**src/rtl/id_ex_reg_if.sv**
```systemverilog
`default_nettype none
// ============================================================================
// Module   : id_ex_reg_if
// Brief    : ID->EX pipeline bus: ID-side operands, writeback port, EX outputs.
// Revision : 1.0
// ============================================================================
interface id_ex_reg_if #(
  parameter int CNT_W = 16
);
  logic             stall_i;
  logic             flush_i;
  logic             id_valid_i;
  logic [31:0]      id_pc_i;
  logic [31:0]      id_instr_i;
  logic [31:0]      id_imm_i;
  logic [4:0]       id_rs1_addr_i;
  logic [4:0]       id_rs2_addr_i;
  logic [4:0]       id_rd_addr_i;
  logic [31:0]      id_rs1_data_i;
  logic [31:0]      id_rs2_data_i;
  logic             id_rd_wren_i;
  logic             id_mem_rden_i;
  logic             wb_rd_wren_i;
  logic [4:0]       wb_rd_addr_i;
  logic [31:0]      wb_rd_data_i;

  logic             ex_valid_o;
  logic             ex_rd_wren_o;
  logic             ex_mem_rden_o;
  logic [31:0]      ex_pc_o;
  logic [31:0]      ex_instr_o;
  logic [31:0]      ex_imm_o;
  logic [31:0]      ex_rs1_data_o;
  logic [31:0]      ex_rs2_data_o;
  logic [4:0]       ex_rs1_addr_o;
  logic [4:0]       ex_rs2_addr_o;
  logic [4:0]       ex_rd_addr_o;
  logic             load_use_stall_o;
  logic [CNT_W-1:0] bubble_cnt_o;

  modport master (
    output stall_i, flush_i, id_valid_i, id_pc_i, id_instr_i, id_imm_i,
           id_rs1_addr_i, id_rs2_addr_i, id_rd_addr_i, id_rs1_data_i,
           id_rs2_data_i, id_rd_wren_i, id_mem_rden_i,
           wb_rd_wren_i, wb_rd_addr_i, wb_rd_data_i,
    input  ex_valid_o, ex_rd_wren_o, ex_mem_rden_o, ex_pc_o, ex_instr_o,
           ex_imm_o, ex_rs1_data_o, ex_rs2_data_o, ex_rs1_addr_o,
           ex_rs2_addr_o, ex_rd_addr_o, load_use_stall_o, bubble_cnt_o
  );

  modport slave (
    input  stall_i, flush_i, id_valid_i, id_pc_i, id_instr_i, id_imm_i,
           id_rs1_addr_i, id_rs2_addr_i, id_rd_addr_i, id_rs1_data_i,
           id_rs2_data_i, id_rd_wren_i, id_mem_rden_i,
           wb_rd_wren_i, wb_rd_addr_i, wb_rd_data_i,
    output ex_valid_o, ex_rd_wren_o, ex_mem_rden_o, ex_pc_o, ex_instr_o,
           ex_imm_o, ex_rs1_data_o, ex_rs2_data_o, ex_rs1_addr_o,
           ex_rs2_addr_o, ex_rd_addr_o, load_use_stall_o, bubble_cnt_o
  );
endinterface
`default_nettype wire

```
**src/rtl/id_ex_reg.sv**
```systemverilog
`default_nettype none
// ============================================================================
// Module   : id_ex_reg
// Brief    : ID/EX pipeline register with load-use bubble, flush, stall,
//            writeback bypass and saturating bubble counter.
// Revision : 1.0
// ============================================================================
module id_ex_reg #(
  parameter int CNT_W = 16
) (
  input  logic         clk_i,
  input  logic         rst_ni,
  id_ex_reg_if.slave   bus
);
  localparam logic [4:0] c_X0 = 5'd0;

  logic             r_valid, r_rd_wren, r_mem_rden;
  logic [31:0]      r_pc, r_instr, r_imm, r_rs1_data, r_rs2_data;
  logic [4:0]       r_rs1_addr, r_rs2_addr, r_rd_addr;
  logic [CNT_W-1:0] r_bubble_cnt;

  logic        w_load_use;
  logic        w_wb_act;
  logic        w_hit_id1, w_hit_id2, w_hit_ex1, w_hit_ex2;
  logic [31:0] w_rs1_cap, w_rs2_cap;
  logic        w_bubble;

  assign w_load_use = r_valid & r_mem_rden & (r_rd_addr != c_X0) & bus.id_valid_i &
                      ((bus.id_rs1_addr_i == r_rd_addr) | (bus.id_rs2_addr_i == r_rd_addr)) &
                      ~bus.flush_i;

  // x0 is excluded here, so a zero-register operand always comes from the file.
  assign w_wb_act  = bus.wb_rd_wren_i & (bus.wb_rd_addr_i != c_X0);
  assign w_hit_id1 = w_wb_act & (bus.wb_rd_addr_i == bus.id_rs1_addr_i);
  assign w_hit_id2 = w_wb_act & (bus.wb_rd_addr_i == bus.id_rs2_addr_i);
  assign w_hit_ex1 = w_wb_act & r_valid & (bus.wb_rd_addr_i == r_rs1_addr);
  assign w_hit_ex2 = w_wb_act & r_valid & (bus.wb_rd_addr_i == r_rs2_addr);

  assign w_rs1_cap = w_hit_id1 ? bus.wb_rd_data_i : bus.id_rs1_data_i;
  assign w_rs2_cap = w_hit_id2 ? bus.wb_rd_data_i : bus.id_rs2_data_i;
  assign w_bubble  = ~bus.flush_i & ~bus.stall_i & w_load_use;

  always_ff @(posedge clk_i or negedge rst_ni) begin
    if (!rst_ni) begin
      r_valid    <= 1'b0;
      r_rd_wren  <= 1'b0;
      r_mem_rden <= 1'b0;
    end else if (bus.flush_i || w_bubble) begin
      r_valid    <= 1'b0;
      r_rd_wren  <= 1'b0;
      r_mem_rden <= 1'b0;
    end else if (!bus.stall_i) begin
      r_valid    <= bus.id_valid_i;
      r_rd_wren  <= bus.id_rd_wren_i & bus.id_valid_i;
      r_mem_rden <= bus.id_mem_rden_i & bus.id_valid_i;
    end
  end

  // Datapath fields: cleared on flush, refreshed from writeback while held,
  // left untouched by a bubble since the controls already mark it dead.
  always_ff @(posedge clk_i or negedge rst_ni) begin
    if (!rst_ni) begin
      r_pc       <= '0;
      r_instr    <= '0;
      r_imm      <= '0;
      r_rs1_addr <= '0;
      r_rs2_addr <= '0;
      r_rd_addr  <= '0;
      r_rs1_data <= '0;
      r_rs2_data <= '0;
    end else if (bus.flush_i) begin
      r_pc       <= '0;
      r_instr    <= '0;
      r_imm      <= '0;
      r_rs1_addr <= '0;
      r_rs2_addr <= '0;
      r_rd_addr  <= '0;
      r_rs1_data <= '0;
      r_rs2_data <= '0;
    end else if (bus.stall_i) begin
      if (w_hit_ex1) r_rs1_data <= bus.wb_rd_data_i;
      if (w_hit_ex2) r_rs2_data <= bus.wb_rd_data_i;
    end else if (!w_load_use) begin
      r_pc       <= bus.id_pc_i;
      r_instr    <= bus.id_instr_i;
      r_imm      <= bus.id_imm_i;
      r_rs1_addr <= bus.id_rs1_addr_i;
      r_rs2_addr <= bus.id_rs2_addr_i;
      r_rd_addr  <= bus.id_rd_addr_i;
      r_rs1_data <= w_rs1_cap;
      r_rs2_data <= w_rs2_cap;
    end
  end

  always_ff @(posedge clk_i or negedge rst_ni) begin
    if (!rst_ni) begin
      r_bubble_cnt <= '0;
    end else if (w_bubble && !(&r_bubble_cnt)) begin
      r_bubble_cnt <= r_bubble_cnt + CNT_W'(1);
    end
  end

  assign bus.ex_valid_o       = r_valid;
  assign bus.ex_rd_wren_o     = r_rd_wren;
  assign bus.ex_mem_rden_o    = r_mem_rden;
  assign bus.ex_pc_o          = r_pc;
  assign bus.ex_instr_o       = r_instr;
  assign bus.ex_imm_o         = r_imm;
  assign bus.ex_rs1_data_o    = r_rs1_data;
  assign bus.ex_rs2_data_o    = r_rs2_data;
  assign bus.ex_rs1_addr_o    = r_rs1_addr;
  assign bus.ex_rs2_addr_o    = r_rs2_addr;
  assign bus.ex_rd_addr_o     = r_rd_addr;
  assign bus.load_use_stall_o = w_load_use;
  assign bus.bubble_cnt_o     = r_bubble_cnt;
endmodule
`default_nettype wire
```
**src/flat_wrapper.sv**
```systemverilog
// flat-port wrapper written by rule: the top's interface ports become plain ports
module id_ex_reg_flat 
#(
  parameter int CNT_W = 16
)
  (clk_i, rst_ni, bus_stall_i, bus_flush_i, bus_id_valid_i, bus_id_pc_i, bus_id_instr_i, bus_id_imm_i, bus_id_rs1_addr_i, bus_id_rs2_addr_i, bus_id_rd_addr_i, bus_id_rs1_data_i, bus_id_rs2_data_i, bus_id_rd_wren_i, bus_id_mem_rden_i, bus_wb_rd_wren_i, bus_wb_rd_addr_i, bus_wb_rd_data_i, bus_ex_valid_o, bus_ex_rd_wren_o, bus_ex_mem_rden_o, bus_ex_pc_o, bus_ex_instr_o, bus_ex_imm_o, bus_ex_rs1_data_o, bus_ex_rs2_data_o, bus_ex_rs1_addr_o, bus_ex_rs2_addr_o, bus_ex_rd_addr_o, bus_load_use_stall_o, bus_bubble_cnt_o);
  id_ex_reg_if #(.CNT_W(CNT_W)) bus_i ();
  input  logic clk_i;
  input  logic rst_ni;
  input wire logic [$bits(bus_i.stall_i)-1:0] bus_stall_i;
  input wire logic [$bits(bus_i.flush_i)-1:0] bus_flush_i;
  input wire logic [$bits(bus_i.id_valid_i)-1:0] bus_id_valid_i;
  input wire logic [$bits(bus_i.id_pc_i)-1:0] bus_id_pc_i;
  input wire logic [$bits(bus_i.id_instr_i)-1:0] bus_id_instr_i;
  input wire logic [$bits(bus_i.id_imm_i)-1:0] bus_id_imm_i;
  input wire logic [$bits(bus_i.id_rs1_addr_i)-1:0] bus_id_rs1_addr_i;
  input wire logic [$bits(bus_i.id_rs2_addr_i)-1:0] bus_id_rs2_addr_i;
  input wire logic [$bits(bus_i.id_rd_addr_i)-1:0] bus_id_rd_addr_i;
  input wire logic [$bits(bus_i.id_rs1_data_i)-1:0] bus_id_rs1_data_i;
  input wire logic [$bits(bus_i.id_rs2_data_i)-1:0] bus_id_rs2_data_i;
  input wire logic [$bits(bus_i.id_rd_wren_i)-1:0] bus_id_rd_wren_i;
  input wire logic [$bits(bus_i.id_mem_rden_i)-1:0] bus_id_mem_rden_i;
  input wire logic [$bits(bus_i.wb_rd_wren_i)-1:0] bus_wb_rd_wren_i;
  input wire logic [$bits(bus_i.wb_rd_addr_i)-1:0] bus_wb_rd_addr_i;
  input wire logic [$bits(bus_i.wb_rd_data_i)-1:0] bus_wb_rd_data_i;
  output wire logic [$bits(bus_i.ex_valid_o)-1:0] bus_ex_valid_o;
  output wire logic [$bits(bus_i.ex_rd_wren_o)-1:0] bus_ex_rd_wren_o;
  output wire logic [$bits(bus_i.ex_mem_rden_o)-1:0] bus_ex_mem_rden_o;
  output wire logic [$bits(bus_i.ex_pc_o)-1:0] bus_ex_pc_o;
  output wire logic [$bits(bus_i.ex_instr_o)-1:0] bus_ex_instr_o;
  output wire logic [$bits(bus_i.ex_imm_o)-1:0] bus_ex_imm_o;
  output wire logic [$bits(bus_i.ex_rs1_data_o)-1:0] bus_ex_rs1_data_o;
  output wire logic [$bits(bus_i.ex_rs2_data_o)-1:0] bus_ex_rs2_data_o;
  output wire logic [$bits(bus_i.ex_rs1_addr_o)-1:0] bus_ex_rs1_addr_o;
  output wire logic [$bits(bus_i.ex_rs2_addr_o)-1:0] bus_ex_rs2_addr_o;
  output wire logic [$bits(bus_i.ex_rd_addr_o)-1:0] bus_ex_rd_addr_o;
  output wire logic [$bits(bus_i.load_use_stall_o)-1:0] bus_load_use_stall_o;
  output wire logic [$bits(bus_i.bubble_cnt_o)-1:0] bus_bubble_cnt_o;
  assign bus_i.stall_i = bus_stall_i;
  assign bus_i.flush_i = bus_flush_i;
  assign bus_i.id_valid_i = bus_id_valid_i;
  assign bus_i.id_pc_i = bus_id_pc_i;
  assign bus_i.id_instr_i = bus_id_instr_i;
  assign bus_i.id_imm_i = bus_id_imm_i;
  assign bus_i.id_rs1_addr_i = bus_id_rs1_addr_i;
  assign bus_i.id_rs2_addr_i = bus_id_rs2_addr_i;
  assign bus_i.id_rd_addr_i = bus_id_rd_addr_i;
  assign bus_i.id_rs1_data_i = bus_id_rs1_data_i;
  assign bus_i.id_rs2_data_i = bus_id_rs2_data_i;
  assign bus_i.id_rd_wren_i = bus_id_rd_wren_i;
  assign bus_i.id_mem_rden_i = bus_id_mem_rden_i;
  assign bus_i.wb_rd_wren_i = bus_wb_rd_wren_i;
  assign bus_i.wb_rd_addr_i = bus_wb_rd_addr_i;
  assign bus_i.wb_rd_data_i = bus_wb_rd_data_i;
  assign bus_ex_valid_o = bus_i.ex_valid_o;
  assign bus_ex_rd_wren_o = bus_i.ex_rd_wren_o;
  assign bus_ex_mem_rden_o = bus_i.ex_mem_rden_o;
  assign bus_ex_pc_o = bus_i.ex_pc_o;
  assign bus_ex_instr_o = bus_i.ex_instr_o;
  assign bus_ex_imm_o = bus_i.ex_imm_o;
  assign bus_ex_rs1_data_o = bus_i.ex_rs1_data_o;
  assign bus_ex_rs2_data_o = bus_i.ex_rs2_data_o;
  assign bus_ex_rs1_addr_o = bus_i.ex_rs1_addr_o;
  assign bus_ex_rs2_addr_o = bus_i.ex_rs2_addr_o;
  assign bus_ex_rd_addr_o = bus_i.ex_rd_addr_o;
  assign bus_load_use_stall_o = bus_i.load_use_stall_o;
  assign bus_bubble_cnt_o = bus_i.bubble_cnt_o;
  id_ex_reg #(.CNT_W(CNT_W)) u_core (.clk_i(clk_i), .rst_ni(rst_ni), .bus(bus_i));
endmodule
```
**config.mk**
```make
export PLATFORM = sky130hd
export DESIGN_NAME = id_ex_reg_flat
export DESIGN_NICKNAME = d
export VERILOG_FILES = /design/src/rtl/id_ex_reg_if.sv /design/src/rtl/id_ex_reg.sv /design/src/flat_wrapper.sv
export SDC_FILE = /design/constraint.sdc
export NUM_CORES = 1
export LEC_CHECK = 0
export ABC_AREA = 1
export CORE_MARGIN = 5
export CORE_UTILIZATION = 25
export CTS_CLUSTER_DIAMETER = 100
export DETAILED_ROUTE_END_ITERATION = 6
export SETUP_SLACK_MARGIN = 0.5
export SYNTH_ARGS = -nofsm -noshare
export SYNTH_HDL_FRONTEND = slang
export SYNTH_SLANG_ARGS = --single-unit
```
**constraint.sdc**
```tcl
create_clock -name clk_i -period 2.13 [get_ports clk_i]
set_input_delay 0.3195 -clock clk_i [delete_from_list [all_inputs] [get_ports clk_i]]
set_output_delay 0.3195 -clock clk_i [all_outputs]
set_load 0.01 [all_outputs]
```
# --- Word-level counts from Yosys, hierarchy flattened ---
# Cells that the tools add are included.
word_totals:
  reg_bits: 194
  in_bits: 220
  word_cells: 86
classes:
  n_bitwise: 18
  reduce_logical: 9
  n_eq_ne: 12
  addsub: 1
  n_mux: 34
op_table:
  columns: ["cell", "n"]
  rows:
  - ["2-to-1 mux 32 bit", 19]
  - ["2-to-1 mux 5 bit", 9]
  - ["== test 5 bit", 6]
  - ["adder 16 x 1 -> 16 bit, second input constant", 1]
  - ["AND reduction 16 bit", 1]
  - ["AND 1 bit", 15]
  - ["nonzero test 5 bit", 2]
  - ["2-to-1 mux 1 bit", 6]
  - ["inequality test 3 x 1 -> 1 bit, second input constant", 2]
  - ["AND reduction 2 bit", 3]
  - ["inequality test 2 x 1 -> 1 bit, second input constant", 2]
  - ["inequality test 3 bit, second input constant", 1]
  - ["inequality test 2 bit, second input constant", 1]
  - ["NOT 1 bit", 2]
  - ["logical AND 1 bit", 1]
  - ["zero test 1 bit", 1]
  - ["logical OR 1 bit", 1]
  - ["bitwise OR 1 bit", 1]

# --- Depth between registers and ports, before layout ---
depth:
  ltp_word: 8
  depth_mapped: 13
  mapped_depth_nobuf: 11

# --- Worst setup path before layout ---
# OpenSTA, ideal clock, no wires.
synth_timing:
  path_type: "register to register"
  start: "register u_core.r_bubble_cnt[0] (netlist: u_core.bus.bubble_cnt_o[0])"
  end: "register u_core.r_bubble_cnt[5] (netlist: u_core.bus.bubble_cnt_o[5])"
  arrival_ns: 1.552
  setup_time_ns: 0.065
  setup_slack_ns: 0.513
  path_stages_with_launch: 9
  required_time_ns: 2.065
  cell_sequence: "dfrtp_1 -> ha_1 -> nand3_1 -> nor2_1 -> nand2_1 -> nand3_2 -> buf_4 -> nand2_1 -> nand2_1"
synth_via:
  elab_chain_len: 3
  elab_cells_between_ends: 4
  classes_between: "add/sub: 1; reduce/logical: 3"
synth_lines:
  columns: ["item", "line", "rtl"]
  rows:
  - ["start: declaration", "id_ex_reg.sv:20", "logic [CNT_W-1:0] r_bubble_cnt;"]
  - ["start signal: assignment", "id_ex_reg.sv:99", "r_bubble_cnt <= r_bubble_cnt + CNT_W'(1);"]
  - ["branches (longest 3 deep; another with adder 16 x 1 -> 16 bit)", null, null]
# Several ways; the timed one is not identified.
# A chain may end at the register's enable or synchronous reset.

# --- Worst setup path after layout ---
layout_timing:
  start: "input bus_id_rs1_addr_i[0]"
  end: "register u_core.r_instr[29] (netlist: u_core.bus.ex_instr_o[29])"
layout_via:
  elab_chain_len: 6
layout_lines:
  columns: ["item", "line", "rtl"]
  rows:
  - ["start: declaration", "flat_wrapper.sv:16", "input wire logic [$bits(bus_i.id_rs1_addr_i)-1:0] bus_id_rs1_addr_i;"]
  - ["== test 5 bit", "id_ex_reg.sv:29", "((bus.id_rs1_addr_i == r_rd_addr) | (bus.id_rs2_addr_i == r_rd_addr)) &"]
  - ["bitwise OR 1 bit", "id_ex_reg.sv:29", null]
  - ["AND 1 bit", "id_ex_reg.sv:28", "assign w_load_use = r_valid & r_mem_rden & (r_rd_addr != c_X0) & bus.id_valid_i &"]
  - ["AND 1 bit", "id_ex_reg.sv:29", null]
  - ["inequality test 2 bit (no line)", null, null]
  - ["AND reduction 2 bit (no line)", null, null]
  - ["end signal: assignment", "id_ex_reg.sv:85", "r_instr <= bus.id_instr_i;"]
  - ["end: declaration", "id_ex_reg.sv:18", "logic [31:0] r_pc, r_instr, r_imm, r_rs1_data, r_rs2_data;"]
# No other way between the ends.

==> summary.txt <==
Timing
  • Fin crit share: 95.6%
  • Min Hold Slack: 0.335 ns
  • Slew headroom: 38.0%
  • Fin. max-slew vios: 0
  • Fmax: roughly 0.49 GHz
  • Post-layout min period: 2.04 ns
  • Endpoints failing hold: 0
  • Worst setup margin: 0.0944 ns
  • Tightest Pin Transition: 0.929 ns
  • Clock skew: ~0.013 ns
  • RSZ-0062 raised after global routing: true
  • Setup violators final: 0

Clock tree
  • Num Clock Sinks: 194
  • CTS clk-pin slew, worst paths: 0.07 ns
  • Insertion delay to the later sink of the worst-skew pair: 0.45 ns
  • CTS root buffer: clkbuf_16
  • Number of H-tree levels: 4
  • Longest Clk Path Bufs: 2
  • CTS tree: done
  • CTS Buf Count: 17

Final layout
  • Area occupied by multi-input gates: approximately 4100 sq um
  • Reg area: 4870 sq um
  • # nets final: ~1900
  • Layout Cells excl Fill: approximately 2200
  • Design area: 16400 sq um
  • Layout area overhead: 73.3%
  • Filler cell count: 3715
  • Layout cells sized above 1: 12.5%

Synthesis
  • Synthesis-stage register bit count: 194
  • Synth area leaders: dfrtp_1 (51%), nand2_1 (21%), o21ai_1 (5.4%)
  • Area leader, netlist: dfrtp_1
  • Area share of the largest cell type after synthesis: about half
  • Post-Synthesis Cell Area: 9470 sq um
  • Post-synth cell types: 24
  • Synth Instances: ~1200
  • Synthesis warning total: 0
  • Syn_area_per_cell: 7.71 sq um
  • Mapped Nets: 1448
  • Sequential element share of the synthesized area: between 50 and 60%

Setup path
  • Worst path cell trace: clkdlybuf4s50_1, inv_1, nand2_1, nand2_1, nor2_2, buf_4, nand3_2, nand2_4, nand2_4, buf_4, buf_12, buf_12, nand2_8, clkbuf_16, nand2_1, o21ai_0
  • Crit path max fanout: 8
  • CP max-delay cell: clkdlybuf4s50_1
  • Type of origin of the critical path: primary input
  • Crit path required time: about 2.5 ns
  • CP arrival: ~2.4 ns
  • CP bufs+invs: 7
  • CP Launch Point: bus_id_rs1_addr_i[0]
  • Family with the most delay on the worst path: buffers and inverters
  • Slowest stage delay, CP: 0.50 ns
  • WS Path Type: primary input to flop
  • Setup crit end kind: flop
  • Most used cell, CP: nand2_1
  • Reg2reg start: u_core.bus.ex_rd_addr_o[0]$_DFFE_PN0P_

Detailed routing
  • DRT iter0 DRCs: 648
  • 1st-pass router iterations: 7
  • Vias/cell: 4.47
  • WL per Instance: 18.9 um
  • Drt total wl: 42100 um
  • Antenna Violating Nets Remaining: 0
  • DR vias: roughly 9900
  • DRC: 0

Global routing
  • Vias in the first global route: ~9400
  • Global-route wire length before repair: 56400 um
  • Grt total ovfl: 0
  • Initial antenna violation count: 7
  • Largest net degree at the start of global routing: 95
  • Overall Global Routing Usage: 17.4%

Place
  • Hpwl dp: approximately 28000 um
  • GPL Wtd Cong: between 0.8 and 0.9
  • DP Worst Slack: -0.397 ns
  • Dpl cells: 2133
  • Dpl cell area: 14500 sq um
  • PortBufs: a little over 400

Hold path
  • Hold Crit Class: primary input to asynchronous set/reset pin

Floorplan
  • Core area: around 37000 sq um
  • Initial cell density of the core: ~25%
  • Row Count: 71
  • Die height: between 200 and 250 um
  • DIE AREA: 41900 sq um
  • Chip width: ~200 um
  • IO Pins: 415

Job
  • Max-Cap Viols: 0

Power
  • Pwr per Cell Area: about 590 nW/um^2
  • Peak supply drop: 0.538 mV
  • Leak: 8.06 nW

Status
  • Outcome: complete, no violations
[metal layers]
metal	global-route usage, %	part of all wire [%]	wire length [um]
met5	0	0.15	62
met4	5.70	2.0	852
met3	4.92	6.4	2710
met1	22.2	43	18100
met2	28.5	48	20400
[per-stage QoR]
stage | total power [mW] | setup TNS, ns | utilization [%]
finish | 9.66 | 0 | 43.7
global route | 10.1 | -0.0362 | 43.7
CTS | 9.53 | 0 | 40.3
detailed placement | 6.18 | -48.62 | 38.6
global placement | 6.17 | -48.33 | 38.6
floorplan | 4.84 | 0 | -
[where the power goes]
part | leakage, nW | internal (mW) | switching (mW)
combinational | 5.26 | 1.24 | 1.05
sequential | 2.53 | 3.93 | 0.154
clock | 0.275 | 1.78 | 1.50
[area by class of cell]
type	count	area share, %
Multi-Input combinational cell	866	25.1
Clock inverter	9	0.656
Timing Repair Buffer	520	35.5
Clock buffer	21	2.81
Inverter	100	2.33
Antenna cell	3	0.0458
Tap cell	511	3.90
Sequential cell	194	29.7
[final timing paths]
kind / end / slack, ns / depth (start not counted)
worst max-delay path: u_core.bus.ex_instr_o[29]$_DFFE_PN0P_ / 0.09 / 16
worst min-delay path: u_core.bus.ex_rs1_data_o[3]$_DFFE_PN0P_ / 0.33 / 2
worst max register to register: u_core.bus.ex_instr_o[29]$_DFFE_PN0P_ / 0.11 / 14
worst min register to register: u_core.bus.ex_pc_o[1]$_DFFE_PN0P_ / 0.48 / 2
max in group asynchronous: u_core.bus.ex_rd_addr_o[0]$_DFFE_PN0P_ / 1.10 / 3
min in group clk_i: u_core.bus.ex_imm_o[12]$_DFFE_PN0P_ / 0.43 / 3
[timing repair]
item / 4_1_cts / 5_1_grt
setup endpoints to repair: 389 / 389
hold buffers: 1 / 0
setup buffers: 5 / 16
hold endpoints to repair: 20 / 0
pin swaps: 5 / 7
gates cloned: 0 / 36
resized for setup: 11 / 158
[layout by cell type, fill, tap and decap left out, types with 8 or more instances in the layout]
master,count
o21ai_0,46
nand4_1,8
clkdlybuf4s50_1,374
buf_12,23
o21ai_2,34
dfrtp_2,10
buf_4,41
nand3_1,81
dlymetal6s2s_1,38
buf_6,14
nand2_1,519
nor2_1,20
o21ai_1,96
inv_1,90
dfrtp_1,184
clkbuf_16,37
xor2_1,13
xnor2_1,15
[sequential cells by signal, indices dropped and copies added (netlist names)]
register                  count
u_core.bus.ex_rs1_addr_o      5
u_core.bus.ex_pc_o           32
u_core.bus.ex_instr_o        32
u_core.bus.ex_rs2_data_o     32
u_core.bus.ex_rs2_addr_o      5
u_core.bus.ex_imm_o          32
u_core.bus.bubble_cnt_o      16
u_core.bus.ex_mem_rden_o      1
u_core.bus.ex_rd_wren_o       1
u_core.bus.ex_rs1_data_o     32
u_core.bus.ex_rd_addr_o       5
u_core.bus.ex_valid_o         1
[synthesized netlist by cell type (all sizes together)]
master,n
o21ai,176
nand3,88
nand4,8
xnor2,15
buf,47
dfrtp,194
nand2,528
a21oi,1
inv,100
ha,1
xor2,13
clkbuf,24
nor4,4
nor3b,1
nor2,23
nor3,4
[cells by family after synthesis]
kind of cell               count (synthesis)  share of synthesized area [%]
AOI/OAI and AO/OA                        177                           9.40
xor gates and xnor gates                  28                           2.59
adders and majority gates                  1                          0.132
buffers and inverters                    171                           8.55
DFF                                      194                           51.3
and+or+nand+nor                          656                           28.0
Note: power is estimated with default switching activity, not from simulation.
